### src/rtl/uart_pkg.sv
`default_nettype none
// ============================================================================
// Module   : uart_pkg
// Brief    : Shared constants and FSM encoding for the UART packet assembler.
// Revision : 1.0 - initial release
// ============================================================================
package uart_pkg;

  // Number of UART bytes that make up one output word
  localparam int PACKET_BYTES = 4;
  localparam int PACKET_W     = PACKET_BYTES * 8;
  // Staging holds every byte of a packet except the last one
  localparam int STAGE_W      = (PACKET_BYTES - 1) * 8;

  // Default inter-byte gap limit: 10 ms at 50 MHz
  localparam int TIMEOUT_CYCLES_DEFAULT = 500000;

  // Assembler states: IDLE has no partial packet, COLLECT has 1..3 bytes
  typedef enum logic [0:0] {
    ST_IDLE    = 1'b0,
    ST_COLLECT = 1'b1
  } state_t;

endpackage : uart_pkg
`default_nettype wire

### src/rtl/uart_packet_assembler_if.sv
`default_nettype none
// ============================================================================
// Module   : uart_packet_assembler_if
// Brief    : Byte-in / packet-out signal bundle for the UART packet assembler.
//            master = byte source and packet consumer, slave = the assembler.
// Revision : 1.0 - initial release
// ============================================================================
interface uart_packet_assembler_if;

  logic [7:0]  rx_data;
  logic        rx_ready;
  logic        packet_ack;
  logic [31:0] packet;
  logic        packet_valid;
  logic [1:0]  byte_count;
  logic        timeout_err;
  logic        overrun;

  modport master (
    output rx_data,
    output rx_ready,
    output packet_ack,
    input  packet,
    input  packet_valid,
    input  byte_count,
    input  timeout_err,
    input  overrun
  );

  modport slave (
    input  rx_data,
    input  rx_ready,
    input  packet_ack,
    output packet,
    output packet_valid,
    output byte_count,
    output timeout_err,
    output overrun
  );

endinterface : uart_packet_assembler_if
`default_nettype wire

### src/rtl/uart_packet_assembler_ready_sync.sv
`default_nettype none
// ============================================================================
// Module   : ready_sync
// Brief    : Synchronizes the foreign-domain rx_ready level and emits a
//            single-cycle pulse on each rising edge. The pulse is registered,
//            so the consumer acts SYNC_STAGES+1 edges after rx_ready is
//            first sampled high.
// Revision : 1.0 - initial release
// ============================================================================
module ready_sync #(
  parameter int SYNC_STAGES = 2
) (
  input  wire logic clk,
  input  wire logic rst,
  input  wire logic async_in,
  output logic      pulse_out
);

  logic [SYNC_STAGES-1:0] r_sync;
  logic                   r_prev;
  logic                   r_pulse;

  // Flop chain, previous-value register and registered edge pulse
  always_ff @(posedge clk or posedge rst) begin
    if (rst) begin
      r_sync  <= '0;
      r_prev  <= 1'b0;
      r_pulse <= 1'b0;
    end else begin
      r_sync[0] <= async_in;
      for (int i = 1; i < SYNC_STAGES; i++) begin
        r_sync[i] <= r_sync[i-1];
      end
      r_prev  <= r_sync[SYNC_STAGES-1];
      r_pulse <= r_sync[SYNC_STAGES-1] & ~r_prev;
    end
  end

  assign pulse_out = r_pulse;

endmodule : ready_sync
`default_nettype wire

### src/rtl/uart_packet_assembler.sv
`default_nettype none
// ============================================================================
// Module   : uart_packet_assembler
// Brief    : Collects four UART bytes (first byte in the MSBs) into a 32-bit
//            word with valid/ack handoff, an inter-byte timeout that discards
//            partial packets, and a sticky overrun flag.
// Revision : 1.0 - initial release
// ============================================================================
module uart_packet_assembler
  import uart_pkg::*;
#(
  parameter int TIMEOUT_CYCLES = TIMEOUT_CYCLES_DEFAULT,
  parameter int SYNC_STAGES    = 2
) (
  input wire logic              clk,
  input wire logic              rst,
  uart_packet_assembler_if.slave bus
);

  // Counter just wide enough for 0..TIMEOUT_CYCLES-1; it stops at the
  // terminal count, so it can never wrap
  localparam int CW = (TIMEOUT_CYCLES > 1) ? $clog2(TIMEOUT_CYCLES) : 1;
  localparam logic [CW-1:0] c_TMO_TERM  = CW'(TIMEOUT_CYCLES - 1);
  localparam logic [1:0]    c_LAST_BYTE = 2'(PACKET_BYTES - 1);

  state_t              r_state;
  state_t              w_state_nxt;
  logic [1:0]          r_cnt;
  logic [1:0]          w_cnt_nxt;
  logic [STAGE_W-1:0]  r_staging;
  logic [STAGE_W-1:0]  w_staging_nxt;
  logic [CW-1:0]       r_tmo;
  logic [CW-1:0]       w_tmo_nxt;
  logic [PACKET_W-1:0] r_packet;
  logic                r_valid;
  logic                r_timeout_err;
  logic                r_overrun;
  logic                w_capture;
  logic                w_load;
  logic                w_tmo_fire;

  ready_sync #(
    .SYNC_STAGES (SYNC_STAGES)
  ) u_ready_sync (
    .clk       (clk),
    .rst       (rst),
    .async_in  (bus.rx_ready),
    .pulse_out (w_capture)
  );

  // FSM state and collection registers
  always_ff @(posedge clk or posedge rst) begin
    if (rst) begin
      r_state   <= ST_IDLE;
      r_cnt     <= 2'd0;
      r_staging <= '0;
      r_tmo     <= '0;
    end else begin
      r_state   <= w_state_nxt;
      r_cnt     <= w_cnt_nxt;
      r_staging <= w_staging_nxt;
      r_tmo     <= w_tmo_nxt;
    end
  end

  // Next state: a capture always takes priority over the timeout terminal count
  always_comb begin
    w_state_nxt   = r_state;
    w_cnt_nxt     = r_cnt;
    w_staging_nxt = r_staging;
    w_tmo_nxt     = r_tmo;
    w_load        = 1'b0;
    w_tmo_fire    = 1'b0;
    case (r_state)
      ST_IDLE: begin
        w_tmo_nxt = '0;
        if (w_capture) begin
          w_state_nxt   = ST_COLLECT;
          w_cnt_nxt     = 2'd1;
          w_staging_nxt = {r_staging[STAGE_W-9:0], bus.rx_data};
        end
      end
      ST_COLLECT: begin
        if (w_capture) begin
          w_tmo_nxt = '0;
          if (r_cnt == c_LAST_BYTE) begin
            w_load        = 1'b1;
            w_state_nxt   = ST_IDLE;
            w_cnt_nxt     = 2'd0;
            w_staging_nxt = '0;
          end else begin
            w_cnt_nxt     = r_cnt + 2'd1;
            w_staging_nxt = {r_staging[STAGE_W-9:0], bus.rx_data};
          end
        end else if (r_tmo == c_TMO_TERM) begin
          w_tmo_fire    = 1'b1;
          w_state_nxt   = ST_IDLE;
          w_cnt_nxt     = 2'd0;
          w_staging_nxt = '0;
          w_tmo_nxt     = '0;
        end else begin
          w_tmo_nxt = r_tmo + 1'b1;
        end
      end
      default: begin
        w_state_nxt   = ST_IDLE;
        w_cnt_nxt     = 2'd0;
        w_staging_nxt = '0;
        w_tmo_nxt     = '0;
      end
    endcase
  end

  // Output word, valid/ack handoff, overrun flag and timeout pulse
  always_ff @(posedge clk or posedge rst) begin
    if (rst) begin
      r_packet      <= '0;
      r_valid       <= 1'b0;
      r_overrun     <= 1'b0;
      r_timeout_err <= 1'b0;
    end else begin
      r_timeout_err <= w_tmo_fire;
      if (w_load) begin
        r_packet <= {r_staging, bus.rx_data};
        r_valid  <= 1'b1;
        // Overwriting a word nobody took is an overrun; a same-cycle ack is not
        if (r_valid && !bus.packet_ack) begin
          r_overrun <= 1'b1;
        end
      end else if (r_valid && bus.packet_ack) begin
        r_valid <= 1'b0;
      end
    end
  end

  assign bus.packet       = r_packet;
  assign bus.packet_valid = r_valid;
  assign bus.byte_count   = r_cnt;
  assign bus.timeout_err  = r_timeout_err;
  assign bus.overrun      = r_overrun;

endmodule : uart_packet_assembler
`default_nettype wire
### src/flat_wrapper.sv
// flat-port wrapper written by rule: the top's interface ports become plain ports
module uart_packet_assembler_flat import uart_pkg::*;
#(
  parameter int TIMEOUT_CYCLES = TIMEOUT_CYCLES_DEFAULT,
  parameter int SYNC_STAGES    = 2
)
  (clk, rst, bus_rx_data, bus_rx_ready, bus_packet_ack, bus_packet, bus_packet_valid, bus_byte_count, bus_timeout_err, bus_overrun);
  uart_packet_assembler_if bus_i ();
  input wire logic clk;
  input wire logic rst;
  input wire logic [$bits(bus_i.rx_data)-1:0] bus_rx_data;
  input wire logic [$bits(bus_i.rx_ready)-1:0] bus_rx_ready;
  input wire logic [$bits(bus_i.packet_ack)-1:0] bus_packet_ack;
  output wire logic [$bits(bus_i.packet)-1:0] bus_packet;
  output wire logic [$bits(bus_i.packet_valid)-1:0] bus_packet_valid;
  output wire logic [$bits(bus_i.byte_count)-1:0] bus_byte_count;
  output wire logic [$bits(bus_i.timeout_err)-1:0] bus_timeout_err;
  output wire logic [$bits(bus_i.overrun)-1:0] bus_overrun;
  assign bus_i.rx_data = bus_rx_data;
  assign bus_i.rx_ready = bus_rx_ready;
  assign bus_i.packet_ack = bus_packet_ack;
  assign bus_packet = bus_i.packet;
  assign bus_packet_valid = bus_i.packet_valid;
  assign bus_byte_count = bus_i.byte_count;
  assign bus_timeout_err = bus_i.timeout_err;
  assign bus_overrun = bus_i.overrun;
  uart_packet_assembler #(.TIMEOUT_CYCLES(TIMEOUT_CYCLES), .SYNC_STAGES(SYNC_STAGES)) u_core (.clk(clk), .rst(rst), .bus(bus_i));
endmodule
### config.mk
export PLATFORM = sky130hd
export DESIGN_NAME = uart_packet_assembler_flat
export DESIGN_NICKNAME = d
export VERILOG_FILES = /design/src/rtl/uart_pkg.sv /design/src/rtl/uart_packet_assembler_if.sv /design/src/rtl/uart_packet_assembler_ready_sync.sv /design/src/rtl/uart_packet_assembler.sv /design/src/flat_wrapper.sv
export SDC_FILE = /design/constraint.sdc
export NUM_CORES = 1
export LEC_CHECK = 0
export ABC_AREA = 1
export CAP_MARGIN = 40
export CORE_UTILIZATION = 53
export DETAILED_ROUTE_END_ITERATION = 10
export PLACE_DENSITY = 0.83
export SLEW_MARGIN = 25
export SYNTH_ARGS = -nofsm -noshare
export SYNTH_HDL_FRONTEND = slang
export SYNTH_SLANG_ARGS = --single-unit
### constraint.sdc
create_clock -name clk -period 3.7 [get_ports clk]
set_clock_uncertainty 0.1 [all_clocks]
set_input_delay 0.555 -clock clk [delete_from_list [all_inputs] [get_ports clk]]
set_output_delay 0.555 -clock clk [all_outputs]
set_load 0.01 [all_outputs]
==> summary.txt <==
STA
  • Minimum clock period: between 1.5 and 2 ns
  • Number of setup violations in the final report: 0
  • Fin worst setup slack: approximately 1.7 ns
  • Worst-Margin Slew: 0.657 ns
  • Final hold violations: 0
  • Period utilisation layout: 0.539
  • Max Fclk: between 0.5 and 0.6 GHz
  • Fin. max-slew vios: 0
  • RSZ-0062 raised after global routing: no
  • Max_slew headroom: 0.561
  • Final setup TNS: 0 ns

Synthesis
  • Syn Area/Cell: roughly 8.7 um2
  • Area leader, netlist: dfrtp_1
  • Top-area cell type share of the netlist area: 0.581
  • Post-Syn Area: approximately 3700 um2
  • Synth Warn #: 0
  • Synthesized net count: approximately 430
  • Synth Instances: around 420
  • Seq/Total Area, Yosys: 0.581
  • Top post-synthesis cells by area: dfrtp_1 (58%), nand2_1 (19%), o211ai_1 (4.9%), nor2_1 (4.7%), xor2_1 (2.4%)
  • Seq cells post-synth: 85
  • Distinct cell type count after synthesis: 26

Floorplan
  • Initial core utilization: 0.564
  • Core box area: between 6000 and 7000 um2
  • Num ports: 49
  • Die height: between 80 and 90 um
  • Total Die Area: 7250 um2
  • Std cell rows: 29
  • Die W: between 80 and 90 um

Pwr
  • P_leak: 2.11 nW
  • Pwr Density: about 640 nW/um2
  • Peak VDD IR: between 0.3 and 0.4 mV

Min path
  • Class of the tightest hold or removal check: reg -> reg

Cells and area
  • Layout cells sized above 1: 0.0701
  • Most frequent cells in the layout: nand2_1 (182), dfrtp_1 (85), clkdlybuf4s50_1 (48)
  • # diodes: 0
  • Most common cell after layout, fill and taps aside: nand2_1
  • Synth-to-Final Area Change: 19.6%
  • Final nets: 480

Global routing
  • Overflow left after global routing: 0
  • Antenna violations before repair: 0
  • First-pass GRT wire length: about 12 mm
  • Largest net degree at the start of global routing: just over 40
  • Total track usage: 0.222
  • Vias in the first global route: around 2,700

CTS
  • Clock Pin Slew Worst Setup and Hold Paths: about 0.080 ns
  • Post-cts sizing count: 0
  • CTS root buffer: clkbuf_8
  • Hold_buf cts: 0
  • # clock sinks: 85
  • Clk Latency, worst-skew pair: ~0.35 ns
  • CTS Buffer Depth: 2
  • H-tree lvl count: 3
  • CTS tree: done
  • CTS buffer count: 9
  • Post-CTS setup buffers: 0

Drt
  • DR iter-0 viols: around 250
  • Vias/cell: ~5.2
  • Wirelength per Cell: between 10 and 15 um
  • First drt pass iteration count: 5
  • Vias: ~2,800
  • Drt total wl: approximately 7.3 mm
  • Remaining DRCs: 0
  • Post-DRT Antenna Nets: 0

Place
  • I/O Buffers: 48
  • Gpl congestion: 0.871
  • Place WS: about 1.7 ns
  • Dpl hpwl: a little under 5 mm

Outcome
  • Outcome: complete, no violations

Flow run
  • Max Cap Violations: 0

Critical path
  • Worst-path fanout max: 17
  • WS Path Type: reg -> reg
  • Setup crit end kind: flip-flop
  • Startpoint Class: flip-flop
  • Critical Path RT: 3.82 ns
  • WP data arrival: about 2.1 ns
stage by stage:
stage	util	instance area (um2)	hold WS [ns]	instances	power [W]
after floorplan	-	3660	0.231	419	0.00181
after global placement	0.642	4170	0.238	531	0.00218
after detailed placement	0.642	4170	0.243	531	0.00222
after CTS	0.672	4370	0.262	547	0.00284
after global routing	0.675	4380	0.266	548	0.00299
final	0.675	4380	0.259	548	0.00283
worst max-delay path: stages, from the launching register on:
cell and delay [ns]:
dfrtp_1 0.43, ha_1 0.31, nand2_2 0.11, nor2_4 0.17, nand3_2 0.12, nor2_1 0.14, nor2_1 0.08, nand2_2 0.30
nor2_1 0.10
logic make-up (layout without fill, tap and decap cells):
logic type,count (synthesis),after routing,synth area share
xor gates and xnor gates,13,13,0.0311
and+or+nand+nor,250,250,0.274
buffers and inverters,39,91,0.0485
AOI/OAI and AO/OA,30,30,0.0591
adders and majority gates,2,2,0.00683
DFF,85,85,0.581
final cells by class:
cell class                 count  area (um2)
clock buffer                  11         151
clock inverter                 5        42.5
fill                         504        2110
inverter                      23        87.6
multi-input combinational    295        1360
sequential                    85        2130
tap                           77        96.3
timing repair buffer          52         518
routing by layer:
layer	vias to the layer above	share of wire	GRT usage
met3	9	0.044	0.0350
met2	80	0.47	0.339
met5	-	0	0
met1	1332	0.46	0.313
met4	0	0.017	0.105
li1	1411	-	-
synth_stat cells (all sizes together):
cell    count
nand2     186
dfrtp      85
nor2       47
o211ai     24
inv        23
buf        12
nand3      10
xor2       10
clkbuf      4
o21ai       4
nor3        3
xnor2       3
and3        2
ha          2
nand4       2
a21oi       1
o31ai       1
where the power goes:
group	leakage [nW]	internal, W	switching [W]
Combinational	0.921	0.000396	0.000427
Clock	0.0961	0.000286	0.000334
Sequential	1.10	0.00119	0.000189
Total	2.11	0.00188	0.000950
registers in the layout, indices dropped and copies added (netlist names):
register and count:
u_core.bus.packet_valid 1, u_core.r_staging 24, u_core.bus.timeout_err 1, u_core.bus.packet 32
u_core.r_state 1, u_core.u_ready_sync.pulse_out 1, u_core.u_ready_sync.r_sync 2, u_core.r_tmo 19
u_core.u_ready_sync.r_prev 1, u_core.bus.overrun 1, u_core.bus.byte_count 2
worst paths after layout:
kind                                                     from                       endpoint  slack, ns  cells past startpoint
worst min-delay path            u_core.u_ready_sync.r_sync[0]  u_core.u_ready_sync.r_sync[1]       0.26                      0
min in group asynchronous                                 rst                u_core.r_tmo[5]       0.50                      2
worst max-delay path                          u_core.r_tmo[0]               u_core.r_tmo[14]       1.70                      8
worst max register to register                u_core.r_tmo[0]               u_core.r_tmo[14]       1.70                      8
worst min register to register  u_core.u_ready_sync.r_sync[0]  u_core.u_ready_sync.r_sync[1]       0.26                      0
max in group asynchronous                                 rst            u_core.r_staging[4]       2.14                      3
Note: power is estimated with default switching activity, not from simulation.
==> RTL edit 1 (same flow settings) <==
`SYNC_STAGES` is set to 2 in 3 places; all go to 4.
--- a/src/rtl/uart_packet_assembler_ready_sync.sv
+++ b/src/rtl/uart_packet_assembler_ready_sync.sv
@@ -9,5 +9,5 @@
 // ============================================================================
 module ready_sync #(
-  parameter int SYNC_STAGES = 2
+  parameter int SYNC_STAGES = 4
 ) (
   input  wire logic clk,
--- a/src/rtl/uart_packet_assembler.sv
+++ b/src/rtl/uart_packet_assembler.sv
@@ -11,5 +11,5 @@
 #(
   parameter int TIMEOUT_CYCLES = TIMEOUT_CYCLES_DEFAULT,
-  parameter int SYNC_STAGES    = 2
+  parameter int SYNC_STAGES    = 4
 ) (
   input wire logic              clk,
--- a/src/flat_wrapper.sv
+++ b/src/flat_wrapper.sv
@@ -3,5 +3,5 @@
 #(
   parameter int TIMEOUT_CYCLES = TIMEOUT_CYCLES_DEFAULT,
-  parameter int SYNC_STAGES    = 2
+  parameter int SYNC_STAGES    = 4
 )
   (clk, rst, bus_rx_data, bus_rx_ready, bus_packet_ack, bus_packet, bus_packet_valid, bus_byte_count, bus_timeout_err, bus_overrun);
Function: changed (Yosys sat finds a counterexample within 10 cycles, from zero or initial values and one cycle with rst high).
==> RTL edit 1 against the unedited design <==
  * Count of clock-buffer cells in the layout fell by 1
  * Sequential power is 5% higher
  * Total power grew 7.2%
  * Sequential share of layout area increased by 0.36 points
  * Wire length shrank 1.0%
  * Worst setup slack worse by 0.27 ns
  * First-iteration DRC count decreased by 24%
  * Synthesized cell count rose by 0.48%
  * Cell area increased by 1.6%
  * Sequential cell count rose by 2
  * Critical path depth shrank 3
  * Critical path type unchanged
  * Highest routed layer unchanged
  * Area after synthesis grew 1.4%
==> RTL edit 1: results (changes against the unedited design) <==
[power]
pwr-share-seq_pct=48.0  ; was 48.9%
power_clock_uw=627  ; was 620 uW
ir_worst_vdd_uv=395.3  ; was 363.4 uV
p_sw_mw=1.029  ; was 950.3 uW
p_leak_nw=2.132  ; was 2.114 nW

[yosys]
synth.area.top_cells=dfrtp_1 59%, nand2_1 18%, o211ai_1 4.9%, nor2_1 4.6%, xor2_1 2.4%  ; was dfrtp_1 58%, nand2_1 19%, o211ai_1 4.9%, nor2_1 4.7%, xor2_1 2.4%
synth_xor_area_share_pct=3.066  ; was 3.108%
synth_compound_area_share_pct=5.829  ; was 5.908%
synth-adder-area-share_pct=0.6739  ; was 0.6831%
synth_commonest_cells=182 x nand2_1, 87 x dfrtp_1, 46 x nor2_1, 24 x o211ai_1, 19 x inv_1  ; was 182 x nand2_1, 85 x dfrtp_1, 46 x nor2_1, 24 x o211ai_1, 19 x inv_1
syn-num-nets=435  ; was 433
avgSynthCellArea_um2=8.821  ; was 8.743 um2
ys_seq_area_share_pct=58.63  ; was 58.06%

[timing]
fmax_ghz=0.4422  ; was 0.5010 GHz
fin_hold_ws_ns=0.2553  ; was 0.2586 ns
worst_pin_slew_ns=0.6391  ; was 0.6571 ns

[critical_path]
crit_fanout=35  ; was 17
slowest_stage=nor3_4  ; was dfrtp_1
worstPathArrival_ns=2.41  ; was 2.12 ns
max_stage_delay_ns=0.55  ; was 0.43 ns
r2r_cells=5  ; was 8

[detailed_routing]
vias=2847  ; was 2832
wl_per_cell_um=12.67  ; was 13.29 um
routed-wl-met3_um=332  ; was 324 um
first_pass_iters=4  ; was 5
drt_iter0_drc=188  ; was 249
wl_met1_um=3458  ; was 3387 um
wl_met2_um=3295  ; was 3451 um

[finish]
nNetsFinal=482  ; was 480
fin_cells=569  ; was 548

[global_route]
grt.total_usage_pct=21.56  ; was 22.15%
grt_use_met1_pct=29.45  ; was 31.32%
grt_use_met2_pct=33.24  ; was 33.87%
use_met3_pct=5.486  ; was 3.502%
antenna_found_initial=0  ; unchanged
grt_max_degree=36  ; was 41
grt_pass1_vias=2667  ; was 2708
grt_pass1_wl_um=12220  ; was 12480 um

[place]
hpwlAfterDp_um=4979  ; was 4879 um
place_area_um2=4262  ; was 4173 um2
pre_cts_ws_ns=1.426  ; was 1.659 ns
globalplace.congestion=0.9106  ; was 0.8708

[clock_tree]
cts_resized=0  ; unchanged

[run_status]
outcome=finished clean  ; unchanged

RTL edit 1: worst paths after layout:
kind | from | to
worst min register to register | u_core.u_ready_sync.r_sync[2] | u_core.u_ready_sync.r_sync[3]
min in group asynchronous | rst | u_core.bus.packet[13]
worst max register to register | u_core.bus.byte_count[0] | u_core.r_state
max in group asynchronous | rst | u_core.r_tmo[6]
worst min-delay path | u_core.u_ready_sync.r_sync[2] | u_core.u_ready_sync.r_sync[3]
worst max-delay path | u_core.bus.byte_count[0] | u_core.r_state
RTL edit 1: critical path: cells and delay by family, from the launching register on:
family        cells  cell delay, ns
buf+inv           2            0.61
fa+ha+maj         1            0.20
flops             1            0.40
simple gates      2            0.84
RTL edit 1: cell type report:
| class | count | area (um2) |
|---|---|---|
| clock buffer | 10 | 137.6 |
| clock inverter | 6 | 52.55 |
| fill | 531 | 2342 |
| multi-input combinational | 295 | 1359 |
| inverter | 23 | 87.58 |
| timing repair buffer | 52 | 518.0 |
| tap | 96 | 120.1 |
| sequential | 87 | 2177 |
==> RTL edit 2 (same settings) <==
Without the edit above. Take the reset off `r_staging` and load it in a clocked block of its own.
--- a/src/rtl/uart_packet_assembler.sv
+++ b/src/rtl/uart_packet_assembler.sv
@@ -54,12 +54,14 @@
       r_state   <= ST_IDLE;
       r_cnt     <= 2'd0;
-      r_staging <= '0;
       r_tmo     <= '0;
     end else begin
       r_state   <= w_state_nxt;
       r_cnt     <= w_cnt_nxt;
-      r_staging <= w_staging_nxt;
       r_tmo     <= w_tmo_nxt;
     end
+  end
+
+  always_ff @(posedge clk) begin
+    r_staging <= w_staging_nxt;
   end
 
Check against the original RTL: no difference found for any inputs over 10 cycles, from zero or initial values and one cycle with rst high; that may be too few to reach the edited logic, so the function may still have changed.
==> RTL edit 2 against the unedited design <==
  * Sequential power fell by 9%
  * Combinational power is 20% lower
  * Sequential cell count is the same
  * Worst hold slack worse by 0.0022 ns
  * Area after synthesis shrank 3.5%
  * Total power down 10%
  * Worst setup slack got worse by 0.14 ns
  * Cell area shrank 1.1%
  * Global-route usage down 0.31 points
  * Wire length decreased by 4.1%
  * Critical path depth fell by 2
  * Largest power group unchanged
==> RTL edit 2: results (changes against the unedited design) <==
[finish]
nNetsFinal=442  ; was 480
fill_cells=505  ; was 504

[timing]
relSlewSlack_pct=60.73  ; was 56.14%
fin_hold_ws_ns=0.2564  ; was 0.2586 ns

[critical_path]
reg2reg_slack_ns=1.56  ; was 1.70 ns
worstPathArrival_ns=2.10  ; was 2.12 ns
max_stage_delay_ns=0.38  ; was 0.43 ns
r2r_cells=6  ; was 8
r2r-end=u_core.r_staging[12]  ; was u_core.r_tmo[14]
crit_fanout=18  ; was 17

[global_route]
grt.total_usage_pct=21.84  ; was 22.15%
use_met3_pct=4.154  ; was 3.502%
grt_use_met1_pct=31.24  ; was 31.32%
grt_max_degree=59  ; was 41
grt_use_met2_pct=32.37  ; was 33.87%
antenna_found_initial=0  ; unchanged
grt_pass1_vias=2486  ; was 2708

[hold_path]
min_path_type=reg2reg  ; unchanged

[clock_tree]
insertion_delay_ns=0.35  ; about the same

[yosys]
syn-num-nets=387  ; was 433
synth_commonest_cells=83 x nand2_1, 68 x nor2_1, 61 x dfrtp_1, 51 x inv_1, 24 x edfxtp_1  ; was 182 x nand2_1, 85 x dfrtp_1, 46 x nor2_1, 24 x o211ai_1, 19 x inv_1
ys_seq_area_share_pct=63.58  ; was 58.06%
synth.area.top_cells=dfrtp_1 43%, edfxtp_1 20%, nand2_1 8.8%, nor2_1 7.2%, inv_1 5.4%  ; was dfrtp_1 58%, nand2_1 19%, o211ai_1 4.9%, nor2_1 4.7%, xor2_1 2.4%
async_flop_share_pct=71.76  ; was 100.0%
synth_edf_count=24  ; was 0
synth_cell_types=25  ; was 26
syn_inst=373  ; was 419

[place]
place_area_um2=4101  ; was 4173 um2
globalplace.congestion=0.9018  ; was 0.8708
hpwlAfterDp_um=4708  ; was 4879 um

[detailed_routing]
vias_per_cell=5.104  ; was 5.168
first_pass_iters=4  ; was 5
drt_iter0_drc=230  ; was 249
wl_per_cell_um=13.69  ; was 13.29 um

[power]
p_leak_nw=2.015  ; was 2.114 nW
ir_worst_vdd_uv=430.2  ; was 363.4 uV

[run_status]
outcome=finished clean  ; unchanged

RTL edit 2: final cells by class:
cell class | instances | area share, %
Inverter | 53 | 4.591
Multi-Input combinational cell | 226 | 23.82
Clock buffer | 11 | 3.263
Clock inverter | 5 | 0.9818
Tap cell | 77 | 2.224
Timing Repair Buffer | 53 | 13.25
Sequential cell | 85 | 51.86
RTL edit 2: kinds of logic after synthesis:
logic type	Yosys count	share of synthesized area, %
buf+inv	62	7.327
xor+xnor	7	1.735
simple gates	184	21.27
flops	85	63.58
fa+ha+maj	2	0.7079
compound gates	33	5.380
RTL edit 2: metal layers:
layer	vias up	wire [um]
met2	89	3322
met3	9	408
met5	-	0
li1	1274	-
met4	0	85
met1	1231	3166
RTL edit 2: critical path, delay by kind of cell, from the launching register on:
kind | cells | cell delay [ns]
and+or+nand+nor | 4 | 0.90
DFF | 1 | 0.38
adders and majority gates | 1 | 0.24
buffers and inverters | 1 | 0.21
RTL edit 2: through the flow:
step | util (%) | std cells | setup slack, ns
after detailed placement | 64.22 | 492 | 1.595
final | 67.85 | 510 | 1.564
after floorplan | - | 373 | 1.532
after global placement | 63.62 | 490 | 1.411
after CTS | 67.10 | 508 | 1.568
after global routing | 67.85 | 510 | 1.393
RTL edit 2: where the power goes:
group | switching (mW) | internal, mW | leakage, nW | total [mW]
sequential | 0.109 | 1.15 | 1.02 | 1.26
combinational | 0.295 | 0.363 | 0.898 | 0.658
clock | 0.343 | 0.272 | 0.0962 | 0.615
